## src/rtl/brs_op_sched.sv

```systemverilog
// brs_op_sched: two-requester scheduler for one registered XOR/AND unit with valid/ready responses.
// Define BRS_SCHED_RR_EN for round-robin contention; otherwise requester 0 has fixed priority.
module brs_op_sched #(
   parameter int WIDTH = 8
) (
   input  logic             clk,
   input  logic             rst_n,
   input  logic             req0_valid,
   output logic             req0_ready,
   input  logic [WIDTH-1:0] req0_a,
   input  logic [WIDTH-1:0] req0_b,
   input  logic             req0_op,
   input  logic             req1_valid,
   output logic             req1_ready,
   input  logic [WIDTH-1:0] req1_a,
   input  logic [WIDTH-1:0] req1_b,
   input  logic             req1_op,
   output logic             rsp0_valid,
   input  logic             rsp0_ready,
   output logic [WIDTH-1:0] rsp0_data,
   output logic             rsp1_valid,
   input  logic             rsp1_ready,
   output logic [WIDTH-1:0] rsp1_data,
   output logic             busy,
   output logic             last_grant
);
   typedef enum logic [1:0] {IDLE, EXEC, RESP} state_t;
   state_t state, state_nx;
   logic [WIDTH-1:0] a_q, b_q, res_q;
   logic op_q, owner, win0, win1, acc, idle;
`ifdef BRS_SCHED_RR_EN
   assign win1 = req1_valid & (~req0_valid | ~last_grant);
`else
   assign win1 = req1_valid & ~req0_valid;
`endif
   assign win0 = req0_valid & ~win1;
   // ready is gated by rst_n so it reads 0 while reset is held
   assign idle = rst_n & (state == IDLE);
   assign req0_ready = idle & win0;
   assign req1_ready = idle & win1;
   assign acc = req0_ready | req1_ready;
   assign busy = state != IDLE;
   assign rsp0_valid = (state == RESP) & ~owner;
   assign rsp1_valid = (state == RESP) & owner;
   assign rsp0_data = rsp0_valid ? res_q : '0;
   assign rsp1_data = rsp1_valid ? res_q : '0;
   always_comb begin
      state_nx = state;
      case (state)
         IDLE: state_nx = acc ? EXEC : IDLE;
         EXEC: state_nx = RESP;
         RESP: state_nx = (owner ? rsp1_ready : rsp0_ready) ? IDLE : RESP;
         default: state_nx = IDLE;
      endcase
   end
   always_ff @(posedge clk or negedge rst_n) begin
      if (!rst_n) begin
         state <= IDLE;
         a_q <= '0;
         b_q <= '0;
         op_q <= 1'b0;
         res_q <= '0;
         owner <= 1'b0;
         last_grant <= 1'b1;
      end else begin
         state <= state_nx;
         if (acc) begin
            a_q <= win1 ? req1_a : req0_a;
            b_q <= win1 ? req1_b : req0_b;
            op_q <= win1 ? req1_op : req0_op;
            owner <= win1;
            last_grant <= win1;
         end
         if (state == EXEC)
            res_q <= op_q ? (a_q & b_q) : (a_q ^ b_q);
      end
   end
endmodule

```

## config.mk

```make
export PLATFORM = sky130hd
export DESIGN_NAME = brs_op_sched
export DESIGN_NICKNAME = d
export VERILOG_FILES = /design/src/rtl/brs_op_sched.sv
export SDC_FILE = /design/constraint.sdc
export NUM_CORES = 1
export LEC_CHECK = 0
export CAP_MARGIN = 20
export CELL_PAD_IN_SITES_DETAIL_PLACEMENT = 1
export CELL_PAD_IN_SITES_GLOBAL_PLACEMENT = 1
export CORE_AREA = 2 2 74 76
export CTS_BUF_LIST = sky130_fd_sc_hd__clkbuf_16
export DETAILED_ROUTE_END_ITERATION = 6
export DIE_AREA = 0 0 76 78
export PLACE_DENSITY = 0.88
export SYNTH_ARGS = -nofsm -noshare
export SYNTH_HDL_FRONTEND = slang
export SYNTH_SLANG_ARGS = --single-unit
```

## constraint.sdc

```tcl
create_clock -name clk -period 1.9 [get_ports clk]
set_input_delay 0.285 -clock clk [delete_from_list [all_inputs] [get_ports clk]]
set_output_delay 0.285 -clock clk [all_outputs]
set_load 0.01 [all_outputs]
```

==> summary.md, run 1 <==
| Metric | Value |
|---|---|
| Layout Skew | 0.004678 ns |
| Number of global-route vias before repair | 1,339 |
| Die span in y | approximately 80 um |
| DRT iter0 DRCs | 33 |
| Final Net Count | 255 |
| Clock tree root driver cell | clkbuf_16 |
| Predominant post-synthesis flop cell | dfrtp_1 |
| Syn nets | 182 |
| Final period util | between 90% and 100% |
| Pre-CTS setup slack | -0.1114 ns |
| Largest net degree at the start of global routing | 30 |
| Inserted Diodes | 0 |
| Initial Util | 33.80% |
| Largest family of logic cells by synthesized area | multiplexers |
| GRT Total Usage | 14.77% |
| DIE AREA | 5928 sq um |
| Min Hold Slack | around 0.45 ns |
| Grt met3 use | 4.419% |
| CP Class | reg2out |
| Dominant cells by area after synthesis | dfrtp_1 41%, mux2_4 16%, mux2_2 11% |
| RSZ-0062 raised after global routing | no |
| Syn. warnings | 0 |
| WP data required | 1.62 ns |
| H-tree Lvls | 2 |
| Clock Sinks | 29 |
| Final design utilization | roughly half |
| First-pass GRT wire length | a little under 7 mm |
| Part of the power in registers | 34.9% |
| Max Slew Vio Count | 0 |
| DR WL/cell | 14.32 um |
| Initial antenna violation count | 0 |
| VDD IR-drop max | around 500 uV |
| Setup violations, final | 0 |
| Vias | between 1,000 and 1,500 |
| Hold Path Class | in2async |
| Fill count | 543 |
| Commonest cells in the netlist | 28 x dfrtp_1, 18 x mux2_4, 17 x mux2_2 |
| Drt first pass iters | 4 |
| Port Buffers | 61 |
| Worst-Skew Late Latency | 0.28 ns |
| Cells after DPL | 268 |
| Worst-margin pin slew | between 0.5 and 0.6 ns |
| Startpoint Class | flip-flop |
| Most common cell in the netlist | dfrtp_1 |
| Core area | 5042 sq um |
| XOR/XNOR share of the synthesized area | 0% |
| Sequential share of the synthesized area | a little over two fifths |
| Sw power | about 1.0 mW |
| Detail Route Antenna Nets | 0 |
| Remaining Overflow, GRT | 0 |
| Simple-gate share of the synthesized area | 11.67% |
| Core Rows | 26 |
| Mapped cell area | 1704 sq um |
| Die width | roughly 76 um |
| GPL Wtd Cong | 0.7526 |
| I/O Pins | 62 |
| Routed wire length | 3.980 mm |
| Cts hold-fix bufs | 0 |
| Clock network fraction of design power | 25.7% |
| Endpoints failing hold | 0 |
| Power Dens Cells | 1296 nW/um^2 |
| CTS buffer count | 5 |
| Residual DRC | 0 |
| Synth top area share | 41.12% |
| Post-synthesis mux area share | between 30% and 40% |
| Layout area overhead | 51.84% |
| Synth Instances | around 130 |
| Syn Area/Cell | 12.72 sq um |
| Met2 Use GR | 26.43% |
| Outcome | completed |
| Avg Vias per Cell | 4.507 |
| Largest area contributor in the synthesized netlist | dfrtp_1 |
| Crit Path Max Fanout | 3 |
| Worst slew margin | between 60 and 70% |
| Gate power share | 39.4% |
| Max Cap Violations | 0 |
| Critical Path End Type | primary output |
| Total power | 3.354 mW |
| CTS max path bufs | 2 |
| Worst setup margin | 0.04907 ns |
| Post-synth EDFFs | 0 |
| Most Crowded Layer GR | met2 |
| Non-Filler Instances | 278 |
| Met1 Usage GRT | between 15 and 20% |
| Final Critical Period | 1.851 ns |
| Max Freq | 540.3 MHz |
| Clk pin slew, worst setup/hold paths | 0.05 ns |
| Arrival time worst endpoint | 1.57 ns |
| Adder-cell share of the synthesized area | 5.874% |
| Layout cells sized above 1 | between 20 and 30% |
| FFs w/ async S/R, synth | 100.0% |
| Detailed Place HPWL | slightly above 3 mm |
| Int Power | roughly 2.3 mW |
| Lkg Pwr | around 1.3 nW |
| #FFs+latches synth | 29 |
| Switch share | between 30% and 40% |
| Count of different cell masters after synthesis | 21 |
| CTS tree | done |
| Compound-gate portion of the synthesized area | between 3 and 4% |
==> sequential cells by signal, summed over array words and instances, names as in the netlist <==
register	flops
owner	1
op_q	1
state	2
res_q	8
last_grant	1
a_q	8
b_q	8
==> area by class of cell <==
class                      instances  area (sq um)  area share [%]
inverter                           1         3.754          0.1451
tap                               70         87.58           3.385
timing repair buffer              72         696.9           26.93
multi-input combinational         98         909.6           35.15
sequential                        29         726.9           28.09
clock buffer                       5         125.1           4.836
clock inverter                     3         37.54           1.451
==> metrics by stage <==
step | TNS (ns) | cell area (sq um)
after floorplan | 0 | 1704
after global placement | -0.07192 | 2425
after detailed placement | -1.293 | 2425
after CTS | 0 | 2585
after global routing | 0 | 2587
final | 0 | 2587
==> cell usage in the layout, fill, tap and decap left out, types with 2 or more instances in the layout <==
cell / synthesis / layout
a21oi_1: 2 / 2
buf_12: 2 / 2
o21ai_0: 9 / 9
nor2_1: 4 / 4
inv_1: 1 / 2
mux2i_1: 8 / 8
nand2_1: 8 / 8
mux2_4: 18 / 18
ha_1: 8 / 8
dfrtp_1: 28 / 28
and2_1: 16 / 16
clkbuf_16: 0 / 5
clkdlybuf4s50_1: 0 / 41
nand2b_1: 3 / 3
dlygate4sd2_1: 0 / 19
mux2_2: 17 / 17
buf_4: 0 / 9
==> routing by layer <==
metal	routed length (um)	share of wire [%]
met1	1656	42
met2	2020	51
met3	244	6.1
met4	58	1.5
met5	0	0
==> power groups by stage <==
stage                     combinational [mW]  sequential [mW]  clock (mW)
final                                   1.32             1.17       0.862
after global routing                    1.45             1.22       0.909
after CTS                               1.35             1.18       0.876
after detailed placement                1.32             1.19           0
after global placement                  1.24             1.16           0
after floorplan                        0.888             1.07           0
==> path summary, 6_finish.rpt <==
check / startpoint / cells past startpoint / to / slack (ns)
max in group asynchronous: rst_n / 2 / last_grant$_DFFE_PN1P_ / 1.14
min: rst_n / 2 / a_q[4]$_DFFE_PN0P_ / 0.45
min in group clk: res_q[3]$_DFFE_PN0N_ / 2 / res_q[3]$_DFFE_PN0N_ / 0.49
min reg2reg: res_q[3]$_DFFE_PN0N_ / 2 / res_q[3]$_DFFE_PN0N_ / 0.49
max reg2reg: state[1]$_DFF_PN0_ / 6 / a_q[6]$_DFFE_PN0P_ / 0.15
max: state[0]$_DFF_PN0_ / 3 / busy / 0.05
==> logic make-up (layout without fill, tap and decap cells) <==
kind of cell / count (synthesis) / after routing
multiplexers: 43 / 43
AND/OR/NAND/NOR: 35 / 35
flip-flops: 29 / 29
AO/OA/AOI/OAI: 12 / 12
adder cells (fa/ha/maj): 8 / 8
buffers and inverters: 7 / 81
==> what timing repair did <==
action                                  CTS  global route
gates resized for setup                  20             1
endpoints found under the setup margin   20             1
buffers inserted                          2             0
==> worst max-delay path: stages (launching register included) <==
cell	delay, ns
dfrtp_1	0.38
buf_4	0.16
or2_2	0.27
clkdlybuf4s50_1	0.49
Power figures use the tool's default switching activity.
==> inputs of run 2 (changes only) <==
CORE_AREA = 2 2 78 80   (was 2 2 74 76)
DIE_AREA = 0 0 80 82   (was 0 0 76 78)
GPL_ROUTABILITY_DRIVEN = 0   (was not set)
PLACE_DENSITY = 0.84   (was 0.88)
clock period = 1.7 ns   (was 1.9 ns; I/O delays follow)
==> summary.md, run 2 (same netlist as run 1, synthesis figures left out) <==
| Metric | Value |
|---|---|
| Outcome | completed |
| Arrival time worst endpoint | 1.39 ns (-0.18 ns) |
| Core Rows | 28 (+7.7%) |
| Port Buffers | 61 (unchanged) |
| Lkg Pwr | 1.244 nW (-2.2%) |
| CP cell instances | buf_6 -> nor3b_4 -> buf_6 -> and2_4 -> buf_6 |
| VDD IR-drop max | 545.0 uV (+8.7%) |
| Storage element area | 728.2 sq um (+0.17%) |
| Largest net degree at the start of global routing | 30 (unchanged) |
| Die span in y | 82 um (+5.1%) |
| GRT Total Usage | 12.10% (-2.7 points) |
| Non-Filler Instances | 288 (+3.6%) |
| Routed wire length | 3.841 mm (-3.5%) |
| Drt first pass iters | 3 (-1) |
| DRT iter0 DRCs | 34 (+3.0%) |
| Max Cap Violations | 0 (unchanged) |
| Met3 wire length | 259 um (+6.1%) |
| Number of global-route vias before repair | 1,252 (-6.5%) |
| Commonest non-fill, non-tap cell in the layout | clkdlybuf4s50_1 |
| CTS buffer count | 5 (unchanged) |
| Remaining Overflow, GRT | 0 (unchanged) |
| H-tree Lvls | 2 (unchanged) |
| Layout Skew | 0.005586 ns (+0.0009083 ns) |
| Detail Route Antenna Nets | 0 (unchanged) |
| Top Registers | a_q (8), b_q (8), res_q (8) |
| Reg2Reg Setup Slack | 0.06 ns (-0.09 ns) |
| Layout cells sized above 1 | 40.38% (+13 points) |
| DIE AREA | 6560 sq um (+11%) |
| Worst slew margin | 64.63% (-1.6 points) |
| Clock Sinks | 29 (unchanged) |
| Initial Util | 29.66% (-4.1 points) |
| Avg Vias per Cell | 4.267 (-5.3%) |
| DR WL met2 | 1.956 mm (-3.2%) |
| Vias | 1,229 (-1.9%) |
| Cells after DPL | 273 (+1.9%) |
| Worst-Skew Late Latency | 0.28 ns (about the same) |
| Setup violations, final | 0 (unchanged) |
| Worst setup margin | 0.05376 ns (+0.004687 ns) |
| Crit Path Max Fanout | 4 (+1) |
| Max Slew Vio Count | 0 (unchanged) |
| Layout area overhead | 53.52% |
| Area occupied by multi-input gates | 955.9 sq um (+5.1%) |
| Delay-heaviest family, CP | flip-flops |
| CTS max path bufs | 2 (unchanged) |
| Endpoints failing hold | 0 (unchanged) |
| Top sig layer | met4 |
| CP max stage delay | 0.40 ns (-0.09 ns) |
| Worst-margin pin slew | 0.5306 ns (+0.02420 ns) |
| Clk pin slew, worst setup/hold paths | 0.05 ns (about the same) |
| Die width | 80 um (+5.3%) |
| Metal-1 WL | 1.601 mm (-3.3%) |
| First-pass GRT wire length | 5.885 mm (-13%) |
| Power Dens Cells | 1410 nW/um^2 (+8.8%) |
| CP most frequent cell | buf_6 |
| Core area | 5746 sq um (+14%) |
| Residual DRC | 0 (unchanged) |
| Min Hold Slack | 0.2097 ns (-0.2371 ns) |
| Final period util | a little over nine tenths |
| Startpoint Class | flip-flop |
| Final Net Count | 260 (+2.0%) |
| Inserted Diodes | 0 (unchanged) |
| Commonest cells after routing, fill and taps aside | 39 x clkdlybuf4s50_1, 27 x dfrtp_1, 20 x mux2_4 |
| WP buf/inv | 3 (+1) |
| I/O Pins | 62 (unchanged) |
| RSZ-0062 raised after global routing | yes |
| Fill count | 636 (+17%) |
| Initial antenna violation count | 0 (unchanged) |
| Detailed Place HPWL | 2.733 mm (-9.8%) |
| Clock tree root driver cell | clkbuf_16 |
| DR WL/cell | 13.34 um (-6.8%) |
| WP data required | 1.44 ns (-0.18 ns) |
| Max Freq | 607.4 MHz |
| Final Critical Period | 1.646 ns |
| CP Class | reg2out |
| CTS tree | done |
| Slowest stage cell on the critical path | dfrtp_1 |
| Pre-CTS setup slack | -0.4167 ns (-0.3053 ns) |
| Hold Path Class | in2async |
| Critical Path End Type | primary output |
==> run 2: final cells by class <==
cell class / count / share of cell area [%]
Multi-Input combinational cell: 98 / 36.54
Sequential cell: 29 / 27.83
Timing Repair Buffer: 77 / 26.64
Clock buffer: 5 / 4.782
Tap cell: 75 / 3.587
Clock inverter: 3 / 0.4782
Inverter: 1 / 0.1435
==> run 2: stage by stage <==
step / power (mW) / utilization [%] / instance area (sq um) / setup TNS (ns)
after floorplan: 2.187 / - / 1704 / 0
after global placement: 2.700 / 42.31 / 2431 / -4.992
after detailed placement: 2.771 / 42.31 / 2431 / -6.659
after CTS: 3.643 / 45.56 / 2618 / -0.1585
after global routing: 3.997 / 45.54 / 2616 / -0.04102
final: 3.689 / 45.54 / 2616 / 0
==> run 2: where the power goes <==
group | internal, mW | switching (mW) | total (mW)
clock network | 0.526 | 0.287 | 0.814
registers | 1.04 | 0.271 | 1.31
logic | 0.960 | 0.608 | 1.57
==> run 2: repair_timing <==
action,in CTS,in global routing
hold buffers,0,0
setup buffers,3,0
endpoints found under the setup margin,29,36
pin swaps,1,0
gates cloned,0,4
resized for setup,51,29
==> run 2: worst reg2reg max path, delay by kind of cell, from the launching register on <==
family                 cells  cell delay [ns]
AO/OA/AOI/OAI              1             0.16
buffers and inverters      3             0.41
flip-flops                 1             0.40
multiplexers               1             0.33
AND/OR/NAND/NOR            1             0.21
==> run 2: per-layer routing <==
metal / track usage, % / vias up
met3: 4.286 / 4
met5: 0 / -
met4: 5.085 / 0
li1: - / 619
met1: 13.75 / 559
met2: 20.67 / 47
==> run 2: path summary, 6_finish.rpt <==
| check | startpoint | to | depth (start not counted) |
|---|---|---|---|
| max in group asynchronous | rst_n | last_grant$_DFFE_PN1P_ | 2 |
| worst max-delay path | state[0]$_DFF_PN0_ | req0_ready | 5 |
| min in group clk | res_q[0]$_DFFE_PN0N_ | res_q[0]$_DFFE_PN0N_ | 2 |
| worst min-delay path | rst_n | res_q[2]$_DFFE_PN0N_ | 2 |
| worst max register to register | state[0]$_DFF_PN0_ | b_q[0]$_DFFE_PN0P_ | 6 |
| worst min register to register | res_q[0]$_DFFE_PN0N_ | res_q[0]$_DFFE_PN0N_ | 2 |
